`src/rtl/ctrl_pkg.sv`:
```
// Shared encodings for seq_control: register/ULA control codes, operation modes
// and the FSM state enum.
package ctrl_pkg;

    localparam int REG_CLEAR  = 0;
    localparam int REG_LOAD   = 1;
    localparam int REG_HOLD   = 2;
    localparam int REG_SHIFTR = 3;

    localparam int ULA_ADD = 0;
    localparam int ULA_SUB = 1;

    // 2'b11 is reserved and falls through to SUM wherever mode_q is decoded
    localparam logic [1:0] MODE_SUM  = 2'b00;
    localparam logic [1:0] MODE_AVG  = 2'b01;
    localparam logic [1:0] MODE_DIFF = 2'b10;

    typedef enum logic [2:0] {
        IDLE   = 3'd0,
        FIRST  = 3'd1,
        STREAM = 3'd2,
        DRAIN  = 3'd3,
        SHIFT  = 3'd4,
        STORE  = 3'd5,
        DONE   = 3'd6,
        ABORT  = 3'd7
    } state_t;

endpackage

```
`src/rtl/seq_control_decode.sv`:
```
// Combinational decode of the controller state into the X/Y/Z/ULA control
// codes and in_ready. in_ready depends on state only, never on in_valid.
module seq_control_decode
    import ctrl_pkg::*;
#(
    parameter int CODE_W = 4,
    parameter int CNT_W  = 3,
    parameter int SH_W   = 2,
    parameter int SHIFTS = 2
) (
    input  state_t            state,
    input  logic [CNT_W-1:0]  cnt,
    input  logic [SH_W-1:0]   shcnt,
    input  logic [1:0]        mode_q,
    input  logic              in_valid,
    output logic [CODE_W-1:0] tx,
    output logic [CODE_W-1:0] ty,
    output logic [CODE_W-1:0] tz,
    output logic [CODE_W-1:0] tula,
    output logic              in_ready
);

    always_comb begin
        tx       = CODE_W'(REG_CLEAR);
        ty       = CODE_W'(REG_HOLD);
        tz       = CODE_W'(REG_HOLD);
        tula     = CODE_W'(ULA_ADD);
        in_ready = 1'b0;
        case (state)
            FIRST: begin
                in_ready = 1'b1;
                if (in_valid) begin
                    tx = CODE_W'(REG_LOAD);
                    ty = CODE_W'(REG_CLEAR);
                end else begin
                    tx = CODE_W'(REG_HOLD);
                end
            end
            STREAM: begin
                in_ready = 1'b1;
                if (in_valid) begin
                    tx = CODE_W'(REG_LOAD);
                    ty = CODE_W'(REG_LOAD);
                    // X holds operand cnt-1, so this is absorption k = cnt-1
                    if (mode_q == MODE_DIFF && cnt >= CNT_W'(2))
                        tula = CODE_W'(ULA_SUB);
                end else begin
                    tx = CODE_W'(REG_HOLD);
                end
            end
            DRAIN: begin
                ty = CODE_W'(REG_LOAD);
                if (mode_q == MODE_DIFF)
                    tula = CODE_W'(ULA_SUB);
            end
            SHIFT: begin
                if (shcnt < SH_W'(SHIFTS))
                    ty = CODE_W'(REG_SHIFTR);
            end
            STORE: tz = CODE_W'(REG_LOAD);
            ABORT: ty = CODE_W'(REG_CLEAR);
            default: ;
        endcase
    end

endmodule

```
`src/rtl/seq_control.sv`:
```
// Self-sequencing reduction controller (SUM/AVG/DIFF over N_OPERANDS operands).
// Optional watchdog abort is enabled by defining CONTROL_TIMEOUT_EN.
module seq_control
    import ctrl_pkg::*;
#(
    parameter int N_OPERANDS     = 4,
    parameter int CODE_W         = 4,
    parameter int TIMEOUT_CYCLES = 255
) (
    input  logic              clock,
    input  logic              reset,
    input  logic              start,
    input  logic [1:0]        mode,
    input  logic              in_valid,
    output logic              in_ready,
    output logic [CODE_W-1:0] tx,
    output logic [CODE_W-1:0] ty,
    output logic [CODE_W-1:0] tz,
    output logic [CODE_W-1:0] tula,
    output logic              busy,
    output logic              done,
    output logic              error,
    output logic [2:0]        state
);

    localparam int SHIFTS = $clog2(N_OPERANDS);
    localparam int CNT_W  = $clog2(N_OPERANDS + 1);
    localparam int SH_W   = $clog2(SHIFTS + 1);

    state_t           cur_state, nxt_state;
    logic [CNT_W-1:0] cnt;
    logic [SH_W-1:0]  shcnt;
    logic [1:0]       mode_q;
    logic             hs;
    logic             wd_expired;

    // Handshake: an operand transfers on every rising edge where in_valid and
    // in_ready are both high; the X/Y codes for that transfer apply on that edge.
    assign hs    = in_valid & in_ready;
    assign state = cur_state;

`ifdef CONTROL_TIMEOUT_EN
    localparam int WD_W = $clog2(TIMEOUT_CYCLES + 1);
    logic [WD_W-1:0] wd;
    assign wd_expired = (wd == WD_W'(TIMEOUT_CYCLES - 1));
`else
    assign wd_expired = 1'b0;
`endif

    seq_control_decode #(
        .CODE_W (CODE_W),
        .CNT_W  (CNT_W),
        .SH_W   (SH_W),
        .SHIFTS (SHIFTS)
    ) u_decode (
        .state    (cur_state),
        .cnt      (cnt),
        .shcnt    (shcnt),
        .mode_q   (mode_q),
        .in_valid (in_valid),
        .tx       (tx),
        .ty       (ty),
        .tz       (tz),
        .tula     (tula),
        .in_ready (in_ready)
    );

    always_comb begin
        nxt_state = cur_state;
        case (cur_state)
            IDLE:   if (start) nxt_state = FIRST;
            FIRST:  if (hs) nxt_state = STREAM;
                    else if (wd_expired) nxt_state = ABORT;
            STREAM: if (hs && cnt == CNT_W'(N_OPERANDS - 1)) nxt_state = DRAIN;
                    else if (!hs && wd_expired) nxt_state = ABORT;
            DRAIN:  nxt_state = (mode_q == MODE_AVG) ? SHIFT : STORE;
            SHIFT:  if (shcnt == SH_W'(SHIFTS - 1)) nxt_state = STORE;
            STORE:  nxt_state = DONE;
            default: nxt_state = IDLE;
        endcase
    end

    always_ff @(posedge clock) begin
        if (reset) begin
            cur_state <= IDLE;
            cnt       <= '0;
            shcnt     <= '0;
            mode_q    <= MODE_SUM;
            busy      <= 1'b0;
            done      <= 1'b0;
            error     <= 1'b0;
`ifdef CONTROL_TIMEOUT_EN
            wd        <= '0;
`endif
        end else begin
            cur_state <= nxt_state;
            busy      <= (nxt_state != IDLE);
            done      <= (nxt_state == DONE);
            error     <= (nxt_state == ABORT);
            if (cur_state == IDLE && start)
                mode_q <= mode;
            if (cur_state == IDLE)
                cnt <= '0;
            else if (hs)
                cnt <= cnt + CNT_W'(1);
            shcnt <= (cur_state == SHIFT) ? shcnt + SH_W'(1) : '0;
`ifdef CONTROL_TIMEOUT_EN
            // Counts idle input cycles; any transfer or state change restarts it
            if ((cur_state == FIRST || cur_state == STREAM) && !hs && nxt_state == cur_state)
                wd <= wd + WD_W'(1);
            else
                wd <= '0;
`endif
        end
    end

endmodule

```
`config.mk`:
```
export PLATFORM = sky130hd
export DESIGN_NAME = seq_control
export DESIGN_NICKNAME = d
export VERILOG_FILES = /design/src/rtl/ctrl_pkg.sv /design/src/rtl/seq_control_decode.sv /design/src/rtl/seq_control.sv
export SDC_FILE = /design/constraint.sdc
export NUM_CORES = 1
export LEC_CHECK = 0
export CAP_MARGIN = 20
export CORE_ASPECT_RATIO = 0.9
export CORE_MARGIN = 3
export CORE_UTILIZATION = 43
export DETAILED_ROUTE_END_ITERATION = 16
export HOLD_SLACK_MARGIN = 0.02
export PLACE_DENSITY = 0.87
export SLEW_MARGIN = 10
export SYNTH_ARGS = -nofsm -noshare
export SYNTH_HDL_FRONTEND = slang
export SYNTH_SLANG_ARGS = --single-unit
```
`constraint.sdc`:
```
create_clock -name clock -period 1.5 [get_ports clock]
set_input_delay 0.3 -clock clock [delete_from_list [all_inputs] [get_ports clock]]
set_output_delay 0.3 -clock clock [all_outputs]
set_load 0.02 [all_outputs]
```
==> metrics.yaml, run 1 <==
cells_and_area:
  drive_gt1_share_pct: 40.8
  nFillCells: 115
  most-common-layout-cells: "buf_4, conb_1, nor2_1"
  multi_input_area_um2: 503
  seqCellArea_um2: 274
  syn2layout_area_growth_pct: 58.5
  final_area_um2: 1250
  nets: 140
  final_common_cell: "buf_4"
  diodes: 0
  fin_util_pct: 73.6
critical_path:
  worstReg2RegEnd: "mode_q[0]$_SDFFE_PP0P_"
  crit_path_end_kind: "output pin"
  rrSetupSlack_ns: 0.09
  crit_required_ns: 1.20
  r2r_start: "state[1]$_SDFF_PP0_"
  cp_max_fo: 5
  endpoint: "ty[0]"
  reg2reg_depth: 5
  crit_type: "reg -> out"
  start_kind: "flip-flop"
  crit_arrival_ns: 1.33
  crit_path_start: "state[0]$_SDFF_PP0_"
place:
  port_buffers: 19
  placed_cell_area_um2: 1120
  hpwl_um: 1630
  place_ws_ns: -0.730
  place_congestion: 0.744
global_route:
  grt_pass1_vias: 729
  antenna_found_initial: 0
  grt_pass1_wl_um: 3420
  overflow: 0
  grt.total_usage_pct: 19.9
  grt_max_degree: 11
outcome:
  status: "finished, violations left"
  violations: "negative setup slack"
detailed_routing:
  drcViolationCount: 0
  drt-wirelength-per-cell_um: 16.6
  vias_per_cell: 5.38
  wl_um: 2560
  dr_total_vias: 829
  drtIter0Drc: 30
  drtAntennaViolNets: 0
  first_pass_iters: 6
die:
  die_h_um: 46.7
  rows: 14
  fp.dieArea_um2: 2390
  io-pin-count: 29
  core_um2: 1700
  die_w_um: 51.2
  initial_core_util_pct: 46.5
synth:
  avgSynthCellArea_um2: 8.58
  syn_inst: 92
  synth_cell_types: 37
  synth_seq_cells: 13
  synth_ff_type: "dfxtp_1"
  syn_area_um2: 790
  synth-seq-area-share_pct: 33.0
  synth_edf_count: 0
  async_flop_share_pct: 0
  ys_warn_count: 0
clock_tree:
  cts_tree: "built"
  cts-root-buf: "clkbuf_4"
  cts.sinks: 13
  cts-htree-levels: 1
  cts_max_path_buffers: 2
  clkSlewWorstSetupHoldPaths_ns: 0.08
  cts_buffers: 3
  clkLatencyLatePin_ns: 0.28
sta:
  finalHoldWorstSlack_ns: 0.493
  fin_crit_sh_pct: 109
  rsz0062_at_grt: "yes"
  skew_ns: 0.000834
  max_freq_mhz: 614
  final_hold_viol_count: 0
  min_period_ns: 1.63
  fin_ws_ns: -0.128
  slew_viol_final: 0
  setup_viol: 8
worst_hold_path:
  hold_path_class: "reg -> reg"
  whs_path_depth: 1
power_and_ir_drop:
  p_leak_nw: 0.582
  irDropWorstVdd_mv: 0.577
  p_total_mw: 1.00
  powerDensity_nw_per_um2: 802
run:
  max-cap-violations: 0
==> flip-flops by register name (all words and copies together) (netlist names) <==
register	cells
cnt	3
shcnt	2
busy	1
state	3
done	1
error	1
mode_q	2
==> kinds of logic after synthesis <==
group,Yosys count,share of synthesized area (%)
other cells,1,0.475
compound gates,15,13.3
buf+inv,23,18.2
mux,4,5.23
xor+xnor,2,3.17
simple gates,31,21.9
fa+ha+maj,3,4.75
flops,13,33.0
==> area by class of cell <==
cell class                 count  share of cell area, %
multi-input combinational     65                   40.2
inverter                       5                   1.50
clock buffer                   4                   2.10
tap                           24                   2.40
sequential                    13                   21.9
timing repair buffer          43                   31.9
==> Yosys cell counts (2+ instances only) <==
master / instances / area [um^2]
dfxtp_1: 13 / 260
buf_4: 12 / 90.1
nor2_1: 10 / 37.5
inv_1: 5 / 18.8
buf_2: 4 / 20.0
a21oi_1: 3 / 15.0
ha_1: 3 / 37.5
mux2i_1: 3 / 30.0
nand2_1: 3 / 11.3
nand4_1: 3 / 18.8
a211oi_1: 2 / 15.0
nand2b_1: 2 / 12.5
nand3b_1: 2 / 15.0
nor3_1: 2 / 10.0
nor4_1: 2 / 12.5
o31ai_1: 2 / 15.0
==> worst max-delay path: stages (launching register included) <==
cell and delay (ns):
dfxtp_4 0.38, or2_4 0.28, o32ai_4 0.23, buf_6 0.16
==> repair_timing <==
item                                    4_1_cts  5_1_grt
pin swaps                                     1        5
resized for setup                            61       18
hold buffers                                  0        0
endpoints found under the setup margin       13       15
buffers inserted                              0        4
==> worst min path at each step <==
stage                             start             endpoint
floorplan           shcnt[0]$_SDFF_PP0_  shcnt[0]$_SDFF_PP0_
global placement    shcnt[0]$_SDFF_PP0_  shcnt[0]$_SDFF_PP0_
detailed placement  shcnt[0]$_SDFF_PP0_  shcnt[0]$_SDFF_PP0_
CTS                 shcnt[0]$_SDFF_PP0_  shcnt[0]$_SDFF_PP0_
global route        shcnt[0]$_SDFF_PP0_  shcnt[0]$_SDFF_PP0_
finish              shcnt[0]$_SDFF_PP0_  shcnt[0]$_SDFF_PP0_
==> per-layer routing <==
layer  track usage [%]  wire, um  share of wire, %
met2              36.2      1330                52
met4              5.38        99               3.9
met3              6.80       204               8.0
met1              22.3       933                36
met5                 0         0                 0
==> through the flow <==
step                      cells  TNS [ns]
final                       154    -0.406
after detailed placement    146     -4.02
after global routing        154    -0.848
after global placement      146     -3.52
after floorplan             101  -0.00748
after CTS                   150    -0.327
==> power by group <==
part           internal [mW]  switching [mW]  total, mW
Sequential             0.363          0.0229      0.386
Combinational          0.191           0.201      0.392
Clock                  0.103           0.121      0.225
Total                  0.657           0.346       1.00
Note: power is estimated with default switching activity, not from simulation.
==> inputs of run 2 (changes only) <==
- TNS_END_PERCENT: unset -> 100
==> results of run 2 <==
Final layout, timing and power as in run 1 (identical DEF).
==> inputs of run 3 (changes only) <==
- CORE_UTILIZATION: 43 -> 42
- PLACE_DENSITY: 0.87 -> 0.86
- SYNTH_HIERARCHICAL: unset -> 1
==> run 3 against run 2 <==
Compared with the run above:
- the flow still finishes with violations (negative setup slack)
- critical path type unchanged
- design area fell by 9.9%
- wire length down 35%
- worst setup slack got worse by 0.038 ns
- maximum frequency fell by 2.3%
==> metrics.yaml, run 3 <==
synth:
  muxShareOfSynthArea_pct: 5.43
  synth_edf_count: 0
  synth_xor_area_share_pct: 2.30
  ys_warn_count: 6
  synth_common_cells: "nor2_1, dfxtp_1, buf_4"
  netlist_top_cells_area: "dfxtp_1, buf_4, nor2_1"
  synth_most_common_cell: "nor2_1"
  async_flop_share_pct: 0
  synth_compound_area_share_pct: 9.21
  synth_top_family_by_area: "simple AND/OR/NAND/NOR gates"
  synth-seq-area-share_pct: 34.2
  yosysTopAreaCellShare_pct: 34.2
  yosys.area.top_type: "dfxtp_1"
  synthSimpleGateAreaFrac_pct: 27.6
  syn_area_um2: 761
  synth_seq_cells: 13
  avgSynthCellArea_um2: 8.36
  synth_ff_type: "dfxtp_1"
  synth_cell_types: 34
  syn_inst: 91
  synthAdderAreaFrac_pct: 6.25
power_and_ir_drop:
  internal_power_mw: 0.647
  irDropWorstVdd_mv: 0.518
  p_switching_mw: 0.323
  combPwrFrac_pct: 38.8
  p_leak_nw: 0.525
  powerDensity_nw_per_um2: 861
  clock_power_share_pct: 22.0
  seqPwrFrac_pct: 39.2
  swShare_pct: 33.3
  p_total_mw: 0.970
place:
  hpwl_um: 1310
  port_buffers: 19
  place_ws_ns: -0.638
  place_congestion: 0.767
  dp_cells: 141
critical_path:
  r2r_start: "state[0]$_SDFF_PP0_"
  start_kind: "flip-flop"
  crit_chain: "or4b_1 > o21ai_1 > buf_4"
  crit_required_ns: 1.20
  rrSetupSlack_ns: 0.02
  cp_num_buf_inv: 1
  cp_max_fo: 3
  worstReg2RegEnd: "busy$_SDFF_PP0_"
  crit_path_end_kind: "output pin"
  cpLargestDelayFamily: "simple AND/OR/NAND/NOR gates"
  crit_type: "reg -> out"
  cp_slowest_cell: "or4b_1"
  reg2reg_depth: 7
  critPathMaxStageDelay_ns: 0.51
  crit_arrival_ns: 1.37
sta:
  fin_ws_ns: -0.165
  rsz0062_at_grt: "yes"
  min_period_ns: 1.67
  skew_ns: 0.00153
  slew_viol_final: 0
  final_hold_viol_count: 0
  max_freq_mhz: 600
  setup_viol: 5
  fin_crit_sh_pct: 111
  setup_tns_ns: -0.349
run:
  max-cap-violations: 0
global_route:
  overflow: 0
  grt_max_degree: 13
  grt_pass1_vias: 660
  grt_pass1_wl_um: 2570
  antenna_found_initial: 0
  grt.total_usage_pct: 14.5
cells_and_area:
  final_common_cell: "buf_4"
  drive_gt1_share_pct: 36.6
  fin_util_pct: 71.5
  most-common-layout-cells: "buf_4, nor2_1, dfxtp_1, conb_1"
  nets: 133
  nFillCells: 126
  syn2layout_area_growth_pct: 48.2
  stdcell_count: 145
  diodes: 0
clock_tree:
  cts-htree-levels: 1
  cts_max_path_buffers: 2
  cts_tree: "built"
  cts-root-buf: "clkbuf_4"
  cts_buffers: 3
  cts_setup_buffers: 0
  holdBufCountCts: 0
  clkSlewWorstSetupHoldPaths_ns: 0.08
  cts.sinks: 13
  clkLatencyLatePin_ns: 0.27
detailed_routing:
  drcViolationCount: 0
  vias_per_cell: 4.74
  dr_total_vias: 688
  drtIter0Drc: 4
  wl_um: 1670
  first_pass_iters: 4
  drtAntennaViolNets: 0
  drt-wirelength-per-cell_um: 11.5
die:
  core_um2: 1580
  io-pin-count: 29
  fp.dieArea_um2: 2360
  initial_core_util_pct: 48.2
  die_h_um: 46.4
  rows: 13
  die_w_um: 50.9
worst_hold_path:
  hold_path_class: "reg -> reg"
  worstHoldStart: "shcnt[0]$_SDFF_PP0_"
  whs_endpoint: "shcnt[0]$_SDFF_PP0_"
  whs_path_depth: 1
outcome:
  violations: "negative setup slack"
  status: "finished, violations left"
-- run 3: cell count changes in the layout (fill, tap and decap cells not counted), sizes merged, moves of 3 or more --
cell | previous run | this run
nand4 | 3 | 0
nor2 | 10 | 14
buf | 33 | 22
dlygate4sd2 | 1 | 4
-- run 3: timing repair --
action | 4_1_cts | 5_1_grt
setup endpoints to repair | 13 | 10
resized for setup | 54 | 14
pin swaps | 2 | 5
-- run 3: kinds of logic (layout without fill, tap and decap cells) --
kind of cell	Yosys count	after routing
flops	13	13
other cells	2	10
simple gates	38	38
mux	4	4
xor+xnor	2	2
buf+inv	18	42
compound gates	10	10
fa+ha+maj	4	4
-- run 3: cell type report --
cell class | count | area, um^2 | area share (%)
flip-flops and latches | 13 | 269 | 23.9
well taps | 22 | 27.5 | 2.44
clock buffers | 4 | 26.3 | 2.33
repair buffers | 34 | 297 | 26.3
multi-input cells | 68 | 493 | 43.7
inverters | 4 | 15.0 | 1.33
-- run 3: worst max path at each step --
stage                                  to  slack, ns                start  cells past startpoint
after floorplan           busy$_SDFF_PP0_      -0.02  state[1]$_SDFF_PP0_                      7
after global placement            tula[0]      -0.59             in_valid                      4
after detailed placement          tula[0]      -0.64             in_valid                      4
after CTS                           ty[0]      -0.18  state[0]$_SDFF_PP0_                      3
after global routing                ty[0]      -0.19  state[0]$_SDFF_PP0_                      3
final                               ty[0]      -0.17  state[0]$_SDFF_PP0_                      3
-- run 3: routing by layer --
layer | GRT usage [%] | up-vias | wire [um]
met2 | 29.9 | 30 | 911
met1 | 15.2 | 305 | 652
met3 | 1.94 | 0 | 110
met5 | 0 | - | 0
met4 | 4.84 | 0 | 0
li1 | - | 353 | -
-- run 3: per-stage QoR --
step           hold WS [ns]  cell area (um^2)
2_1_floorplan         0.398               811
3_3_place_gp          0.408              1050
3_5_place_dp          0.425              1050
4_1_cts               0.436              1090
5_1_grt               0.448              1130
6_report              0.438              1130
-- run 3: power groups by stage --
stage          combinational (mW)  sequential, mW  clock (mW)
2_1_floorplan               0.197           0.415           0
3_3_place_gp                0.333           0.388           0
3_5_place_dp                0.344           0.390           0
4_1_cts                     0.358           0.383       0.221
5_1_grt                     0.402           0.382       0.229
6_report                    0.376           0.380       0.214
